==> config.mk <==
export PLATFORM = sky130hd
export DESIGN_NAME = fifo_skew_sched
export DESIGN_NICKNAME = d
export VERILOG_FILES = /design/src/rtl/fifo_skew_sched.sv
export SDC_FILE = /design/constraint.sdc
export NUM_CORES = 1
export LEC_CHECK = 0
export CORE_AREA = 2 2 71 73
export CTS_BUF_LIST = sky130_fd_sc_hd__clkbuf_4 sky130_fd_sc_hd__clkbuf_8 sky130_fd_sc_hd__clkbuf_16
export CTS_CLUSTER_DIAMETER = 60
export DETAILED_ROUTE_END_ITERATION = 8
export DIE_AREA = 0 0 73 75
export PLACE_DENSITY_LB_ADDON = 0.15
export SYNTH_ARGS = -nofsm -noshare
export SYNTH_HDL_FRONTEND = slang
export SYNTH_SLANG_ARGS = --single-unit
==> constraint.sdc <==
create_clock -name clk -period 4.29 [get_ports clk]
set_clock_uncertainty 0.15 [all_clocks]
set_input_delay 0.858 -clock clk [delete_from_list [all_inputs] [get_ports clk]]
set_output_delay 0.858 -clock clk [all_outputs]
set_load 0.005 [all_outputs]
==> src/rtl/fifo_skew_sched.sv <==
// Read scheduler for the per-row input FIFOs of the systolic array: issues
// diagonally skewed read enables, freezes the whole wavefront on any empty active row.
module fifo_skew_sched #(
    parameter int NUM_ROWS  = 4,
    parameter int LEN_WIDTH = 8
) (
    input  logic                 clk,
    input  logic                 rst,
    input  logic                 start,
    input  logic                 abort,
    input  logic [LEN_WIDTH-1:0] len,
    input  logic [NUM_ROWS-1:0]  fifo_empty,
    output logic [NUM_ROWS-1:0]  fifo_ren,
    output logic [NUM_ROWS-1:0]  valid_out,
    output logic                 busy,
    output logic                 done,
    output logic                 stall,
    output logic [1:0]           state_dbg
);

    // Counter is wide enough for len_q + NUM_ROWS - 2 at the largest len_q.
    localparam int TW = LEN_WIDTH + $clog2(NUM_ROWS) + 1;

    typedef enum logic [1:0] {
        IDLE  = 2'd0,
        RUN   = 2'd1,
        DRAIN = 2'd2
    } state_t;

    state_t               state;
    logic [TW-1:0]        t;
    logic [LEN_WIDTH-1:0] len_q;
    logic [TW-1:0]        len_ext;
    logic [TW-1:0]        last_t;
    logic [NUM_ROWS-1:0]  active;
    logic                 stall_c;

    assign len_ext = TW'(len_q);
    assign last_t  = len_ext + TW'(NUM_ROWS) - TW'(2);

    // Row r reads during r <= t < r + len_q, giving the diagonal wavefront.
    always_comb begin
        active = '0;
        for (int r = 0; r < NUM_ROWS; r++) begin
            active[r] = (t >= TW'(r)) && (t < TW'(r) + len_ext);
        end
    end

    // One empty active row blocks every row so the skew between rows is kept.
    assign stall_c   = (state == RUN) && (|(active & fifo_empty));
    assign fifo_ren  = ((state == RUN) && !stall_c) ? active : '0;
    assign stall     = stall_c;
    assign busy      = (state != IDLE);
    assign done      = (state == DRAIN);
    assign state_dbg = state;

    always_ff @(posedge clk) begin
        if (rst) begin
            state     <= IDLE;
            t         <= '0;
            len_q     <= '0;
            valid_out <= '0;
        end else begin
            // Mirrors the FIFOs' one-cycle read latency.
            valid_out <= abort ? '0 : fifo_ren;
            case (state)
                IDLE: begin
                    if (start && !abort) begin
                        len_q <= len;
                        t     <= '0;
                        state <= (len == '0) ? DRAIN : RUN;
                    end
                end
                RUN: begin
                    if (abort) begin
                        state <= IDLE;
                        t     <= '0;
                    end else if (!stall_c) begin
                        t <= t + TW'(1);
                        if (t == last_t) begin
                            state <= DRAIN;
                        end
                    end
                end
                DRAIN: begin
                    state <= IDLE;
                    t     <= '0;
                end
                default: begin
                    state <= IDLE;
                    t     <= '0;
                end
            endcase
        end
    end

endmodule

### Word-level counts from Yosys, hierarchy flattened

Index checks and enable logic that the tools add are counted.

* multipliers: 0
* shift-type cells: 0
* bitwise gates (word level): 1
* $lt $le $gt $ge: 8
* $add $sub $neg: 6
* reduce and logical (&&, ||, !) cells: 17
* eq/ne operators: 6
* muxes and demuxes: 11
* div/mod/pow operators: 0

Operator list (number)
* < comparator 11 x 9 -> 1 bit: 3
* two-way mux 11 bit: 3
* >= comparator 11 x 1 -> 1 bit (second input constant): 2
* >= comparator 11 x 2 -> 1 bit (second input constant): 2
* case mux 11 bit (2 select lines): 1
* adder 2 x 8 -> 9 bit (first input constant): 2
* adder 11 x 1 -> 11 bit (second input constant): 1
* == test 11 bit: 1
* < comparator 11 x 8 -> 1 bit: 1
* two-way mux 2 bit: 5
* subtractor 9 x 2 -> 10 bit (second input constant): 1
* adder 1 x 8 -> 9 bit (first input constant): 1
* adder 8 x 3 -> 9 bit (second input constant): 1
* logical NOT 8 bit: 1
* logical AND 1 bit: 7
* AND 4 bit: 1
* two-way mux 4 bit: 1
* case mux 2 bit (2 select lines): 1
* AND reduction 2 bit: 2
* OR reduction 4 bit: 1
* inequality test 3 x 2 -> 1 bit (second input constant): 1
* inequality test 3 bit (second input constant): 1
* AND reduction 3 bit: 1
* == test 2 x 1 -> 1 bit (second input constant): 1
* other kinds (6): 7

* latch bits: 0
* memory bits (read-only): 0
* bits in writable memories: 0
* memories: 0
* register bits: 25

### Longest topological paths before layout

* depth after elaboration: 9
* depth in mapped cells: 14
* mapped depth without buffers: 13

### Worst setup path after synthesis

OpenSTA, ideal clock, no wires.

* path kind: register to output
* start point: register len_q[3]
* end point: output port fifo_ren[3]
* setup slack: 0.103 ns
* required time: 3.282 ns
* buffers on the path: 2
* arrival: 3.179 ns
* cell stages (with the launch flop): 14
* cell sequence: dfxtp_1 -> clkbuf_1 -> inv_1 -> nor4_1 -> and3_1 -> nand2b_1 -> ha_1 -> nand2_1 -> a2111oi_0 -> nor4b_1 -> or3_1 -> clkbuf_1 -> or2_1 -> nor2_1

* longest elaborated chain between the ends: 9
* elaborated cells on any way between the ends: 17
* classes of those cells: add/sub: 3; order compare: 4; mux: 1; bitwise: 1; reduce/logical: 8

Ends and longest elaborated chain
* from (decl): RTL line 32 `logic [LEN_WIDTH-1:0] len_q;`
* from (signal assigned): RTL line 69 `len_q <= len;`
* adder 1 x 8 -> 9 bit or adder 2 x 8 -> 9 bit (tied branches): RTL line 45 `active[r] = (t >= TW'(r)) && (t < TW'(r) + len_ext);`
* < comparator 11 x 9 -> 1 bit: RTL line 45
* logical AND 1 bit: RTL line 45
* AND 4 bit: RTL line 50 `assign stall_c = (state == RUN) && (|(active & fifo_empty));`
* OR reduction 4 bit: RTL line 50
* logical AND 1 bit: RTL line 50
* logical NOT 1 bit
* logical AND 1 bit: RTL line 51 `assign fifo_ren = ((state == RUN) && !stall_c) ? active : '0;`
* two-way mux 4 bit (*): RTL line 51
* to (decl): RTL line 13 `output logic [NUM_ROWS-1:0] fifo_ren,`

Every way passes the cells marked *; elsewhere a longest branch is shown, timed or not.

### Worst setup path after layout

* start point: register len_q[2]
* end point: output port fifo_ren[1]

The elaborated chain is that of the path after synthesis.

==> results <==
-- routing by layer --
| metal | GRT usage [%] | routed length [um] |
|---|---|---|
| met5 | 0 | 0 |
| met4 | 5.14 | 70 |
| met3 | 2.95 | 264 |
| met2 | 40.5 | 2930 |
| met1 | 32.3 | 3070 |
-- sequential cells by signal, indices dropped and copies added, names as in the netlist --
signal	flops
t	11
valid_out	4
len_q	8
state_dbg	2
-- repair_timing --
| action | 4_1_cts | 5_1_grt |
|---|---|---|
| setup endpoints to repair | 5 | 5 |
| pin swaps | 7 | 12 |
| resized for setup | 15 | 29 |
| setup buffers | 2 | 2 |
-- how the worst max path moves through the flow --
stage                          start          end  slack [ps]  cells past startpoint
2_1_floorplan  len_q[3]$_SDFFE_PP0P_  fifo_ren[3]         100                     13
3_3_place_gp   len_q[2]$_SDFFE_PP0P_  fifo_ren[3]         -50                     13
3_5_place_dp   len_q[2]$_SDFFE_PP0P_  fifo_ren[1]        -170                     13
4_1_cts        len_q[1]$_SDFFE_PP0P_  fifo_ren[1]           2                     15
5_1_grt        len_q[1]$_SDFFE_PP0P_  fifo_ren[1]         -50                     14
6_report       len_q[2]$_SDFFE_PP0P_  fifo_ren[1]          70                     15
-- critical path, cell delays in order (launching register included) --
cell and delay (ps):
sky130_fd_sc_hd__dfxtp_4 410, sky130_fd_sc_hd__inv_4 50, sky130_fd_sc_hd__nor4_4 290, sky130_fd_sc_hd__buf_4 170
sky130_fd_sc_hd__nand2b_4 60, sky130_fd_sc_hd__xnor2_2 130, sky130_fd_sc_hd__ha_1 310, sky130_fd_sc_hd__inv_2 50
sky130_fd_sc_hd__a2111oi_4 300, sky130_fd_sc_hd__buf_4 160, sky130_fd_sc_hd__nor4b_2 40, sky130_fd_sc_hd__or3_1 390
sky130_fd_sc_hd__or2_1 270, sky130_fd_sc_hd__buf_6 130, sky130_fd_sc_hd__nor2_2 70, sky130_fd_sc_hd__buf_2 110
-- final cells by class --
class	instances	area (um^2)	share of cell area [%]
Tap cell	54	67.6	2.24
Clock buffer	4	48.8	1.62
Inverter	15	58.8	1.95
Timing Repair Buffer	62	518	17.2
Sequential cell	25	508	16.8
Multi-Input combinational cell	251	1820	60.2
-- logic make-up after synthesis --
kind of cell             after synthesis
AO/OA/AOI/OAI                         58
XOR/XNOR                              18
adder cells (fa/ha/maj)               40
buffers and inverters                 23
flip-flops                            25
AND/OR/NAND/NOR                      135
-- layout by cell type, fill, tap and decap left out, types with 3 or more instances in the layout --
cell                              synthesis  final
sky130_fd_sc_hd__clkbuf_8                 0      3
sky130_fd_sc_hd__clkdlybuf4s50_1          0     23
sky130_fd_sc_hd__and3_1                   4      3
sky130_fd_sc_hd__nand2_1                 40     40
sky130_fd_sc_hd__nand2b_1                 7      6
sky130_fd_sc_hd__nor4_1                   6      4
sky130_fd_sc_hd__ha_1                    40     37
sky130_fd_sc_hd__buf_4                    0     33
sky130_fd_sc_hd__xnor2_1                 17     15
sky130_fd_sc_hd__inv_1                   15     13
sky130_fd_sc_hd__nor2b_1                  4      4
sky130_fd_sc_hd__nand3_1                 10     10
sky130_fd_sc_hd__dfxtp_1                 25     21
sky130_fd_sc_hd__dfxtp_2                  0      3
sky130_fd_sc_hd__nor3_1                   5      4
sky130_fd_sc_hd__o21ai_0                  7      6
sky130_fd_sc_hd__nor2_1                  34     32
sky130_fd_sc_hd__or4_1                    6      6
sky130_fd_sc_hd__a21oi_1                 26     25
sky130_fd_sc_hd__nand4_1                  5      5
sky130_fd_sc_hd__a211oi_1                 4      4
sky130_fd_sc_hd__a31o_1                   5      5
-- stage by stage --
step | cells | TNS (ps)
after floorplan | 299 | 0
after global placement | 403 | -184
after detailed placement | 403 | -651
after CTS | 409 | 0
after global routing | 411 | -108
final | 411 | 0
-- power groups by stage --
| stage | sequential [mW] | clock (mW) | combinational [mW] |
|---|---|---|---|
| final | 0.248 | 0.150 | 0.211 |
| after global routing | 0.249 | 0.159 | 0.234 |
| after CTS | 0.248 | 0.152 | 0.202 |
| after detailed placement | 0.253 | 0 | 0.195 |
| after global placement | 0.252 | 0 | 0.194 |
| after floorplan | 0.251 | 0 | 0.112 |
==> results.md <==
* Status: finished clean
* Top fanout value on the critical path at 6
* Worst setup margin at 66.9 ps
* Final-report setup violation count at 0
* RSZ-0062 raised after global routing: true
* CTS buffer count at 3
* Final hold violation count at 0
* Class of the worst hold path: flip-flop to flip-flop
* Global placer's final weighted congestion at 0.910
* Final standard cell area without fillers at 3020 um^2
* Worst flop-to-flop path startpoint: len_q[2]$_SDFFE_PP0P_
* Switching component of the power at 194 uW
* Unique masters post-synth at 45
* Clock sink count at 25
* Reg-to-reg endpoint: t[3]$_SDFFE_PP0P_
* Biggest area consumer among synthesized cells: sky130_fd_sc_hd__dfxtp_1
* Number of inserted diodes at 0
* DRC Markers at 0
* Largest net degree at the start of global routing at 17
* Number of synthesized flops with an enable pin at 0
* Launch instance of the worst min-delay path: len_q[2]$_SDFFE_PP0P_
* Number of port buffers at 28
* Synth top cells by count: sky130_fd_sc_hd__ha_1 (40), sky130_fd_sc_hd__nand2_1 (40), sky130_fd_sc_hd__nor2_1 (34), sky130_fd_sc_hd__a21oi_1 (26), sky130_fd_sc_hd__dfxtp_1 (25)
* Detailed router's first-iteration violation count at 122
* Clock slew at the register clock pins of the worst setup and hold paths at 90 ps
* Placeable core region at 4660 um^2
* Combinational family with the most area after synthesis: simple AND/OR/NAND/NOR gates
* Remaining antenna violation count after routing at 0
* Root buf cell: sky130_fd_sc_hd__clkbuf_8
* Async set-reset flop share out of synthesis at 0%
* Max-cap check violation count at 0
* Antenna violations before repair at 0
* Global-route wire length before repair at 10000 um
* Die Area at 5480 um^2
* Comb pwr share at 34.7%
* GRT Overall Usage at 23.8%
* Max-slew violation total from the final report at 0
* Area fraction of the dominant cell type after synthesis at 21.8%
* Sequential group share of total power at 40.7%
* Required time of the critical path at 3280 ps
* Number of rows in the core area at 25
* Hold bufs inserted after CTS at 0
* Period utilisation layout at 98.4%
* Clock latency at the later pin of the worst-skew pair at 270 ps
* Hold-critical path endpoint: len_q[2]$_SDFFE_PP0P_
* Pre-CTS setup slack at -175 ps
* Number of fillers in the final layout at 428
* Synthesized-area fraction occupied by ao, oa, aoi and oai cells at 16.4%
* Deepest clock path buffer count at 2
* HPWL after detailed placement at 4930 um
* Part of the Yosys area used for sequential elements at 21.8%
* Effective utilization at floorplan at 49.2%
* FF-to-FF path depth at 15
* Internal reg-to-reg setup slack at 740 ps
* Number of synthesized register bits at 25
* Signal arrival time at the worst endpoint at 3220 ps
* Overall die height at 75 um
* Vias in the first global route at 2107
* Prevailing post-synth register cell: sky130_fd_sc_hd__dfxtp_1
* Via Count at 2311
* Synthesized area per cell at 7.67 um^2
* Number of nets in the synthesized netlist at 355
* Area grow syn2layout at 31.7%
* Cell area power density at 202 nW/um^2
* Hold slack at 383 ps
* Gate Count Post-Synth at 299
* Adder and majority gate portion of the synthesized area at 21.8%
* Top-level port count at 29
* Internal cell power at 414 uW
* Deepest level of the CTS H-tree at 1
* Tmin final at 4220 ps
* Detail-routed via count per cell at 5.62
* Max Clk Rate at 237 MHz
* Least-Margin Pin Slew at 556 ps
* Area share of and/or/nand/nor cells after synthesis at 29.2%
* Aggregate global routing overflow at 0
* Final Total Pwr at 609 uW
* TritonCTS clock tree: built
* Area after detailed placement at 2830 um^2
* Post-layout utilization of the core at 64.8%
* WL/cell at 15.4 um
* Multiplexer share of the synthesized area at 0%
* Die W at 73 um
* Leading post-synthesis cells by cell area: sky130_fd_sc_hd__dfxtp_1 (22%), sky130_fd_sc_hd__ha_1 (22%), sky130_fd_sc_hd__nand2_1 (6.6%), sky130_fd_sc_hd__xnor2_1 (6.5%), sky130_fd_sc_hd__a21oi_1 (5.7%)
* Critical Path Source Type: flip-flop
* Total routed wirelength at 6330 um
* Post-synthesis cell area at 2290 um^2
* Synth warn at 0
* Peak supply drop at 0.120 mV
* Clock power frac at 24.6%
* Max_slew headroom at 62.8%
* Worst setup EP type: output port
* Classification of the worst setup path: flip-flop to output port
* Layout cell share with drive strength beyond 1 at 18.5%
* Pre-antenna DRT Iters at 4
* Post-layout nets at 414
* Xor-xnor portion of the synthesized cell area at 6.88%
* Leakage power summed over all cells at 1.28 nW
* Switching Fraction at 32.0%
* Number of cells on the worst hold path at 2
Power figures use the tool's default switching activity.
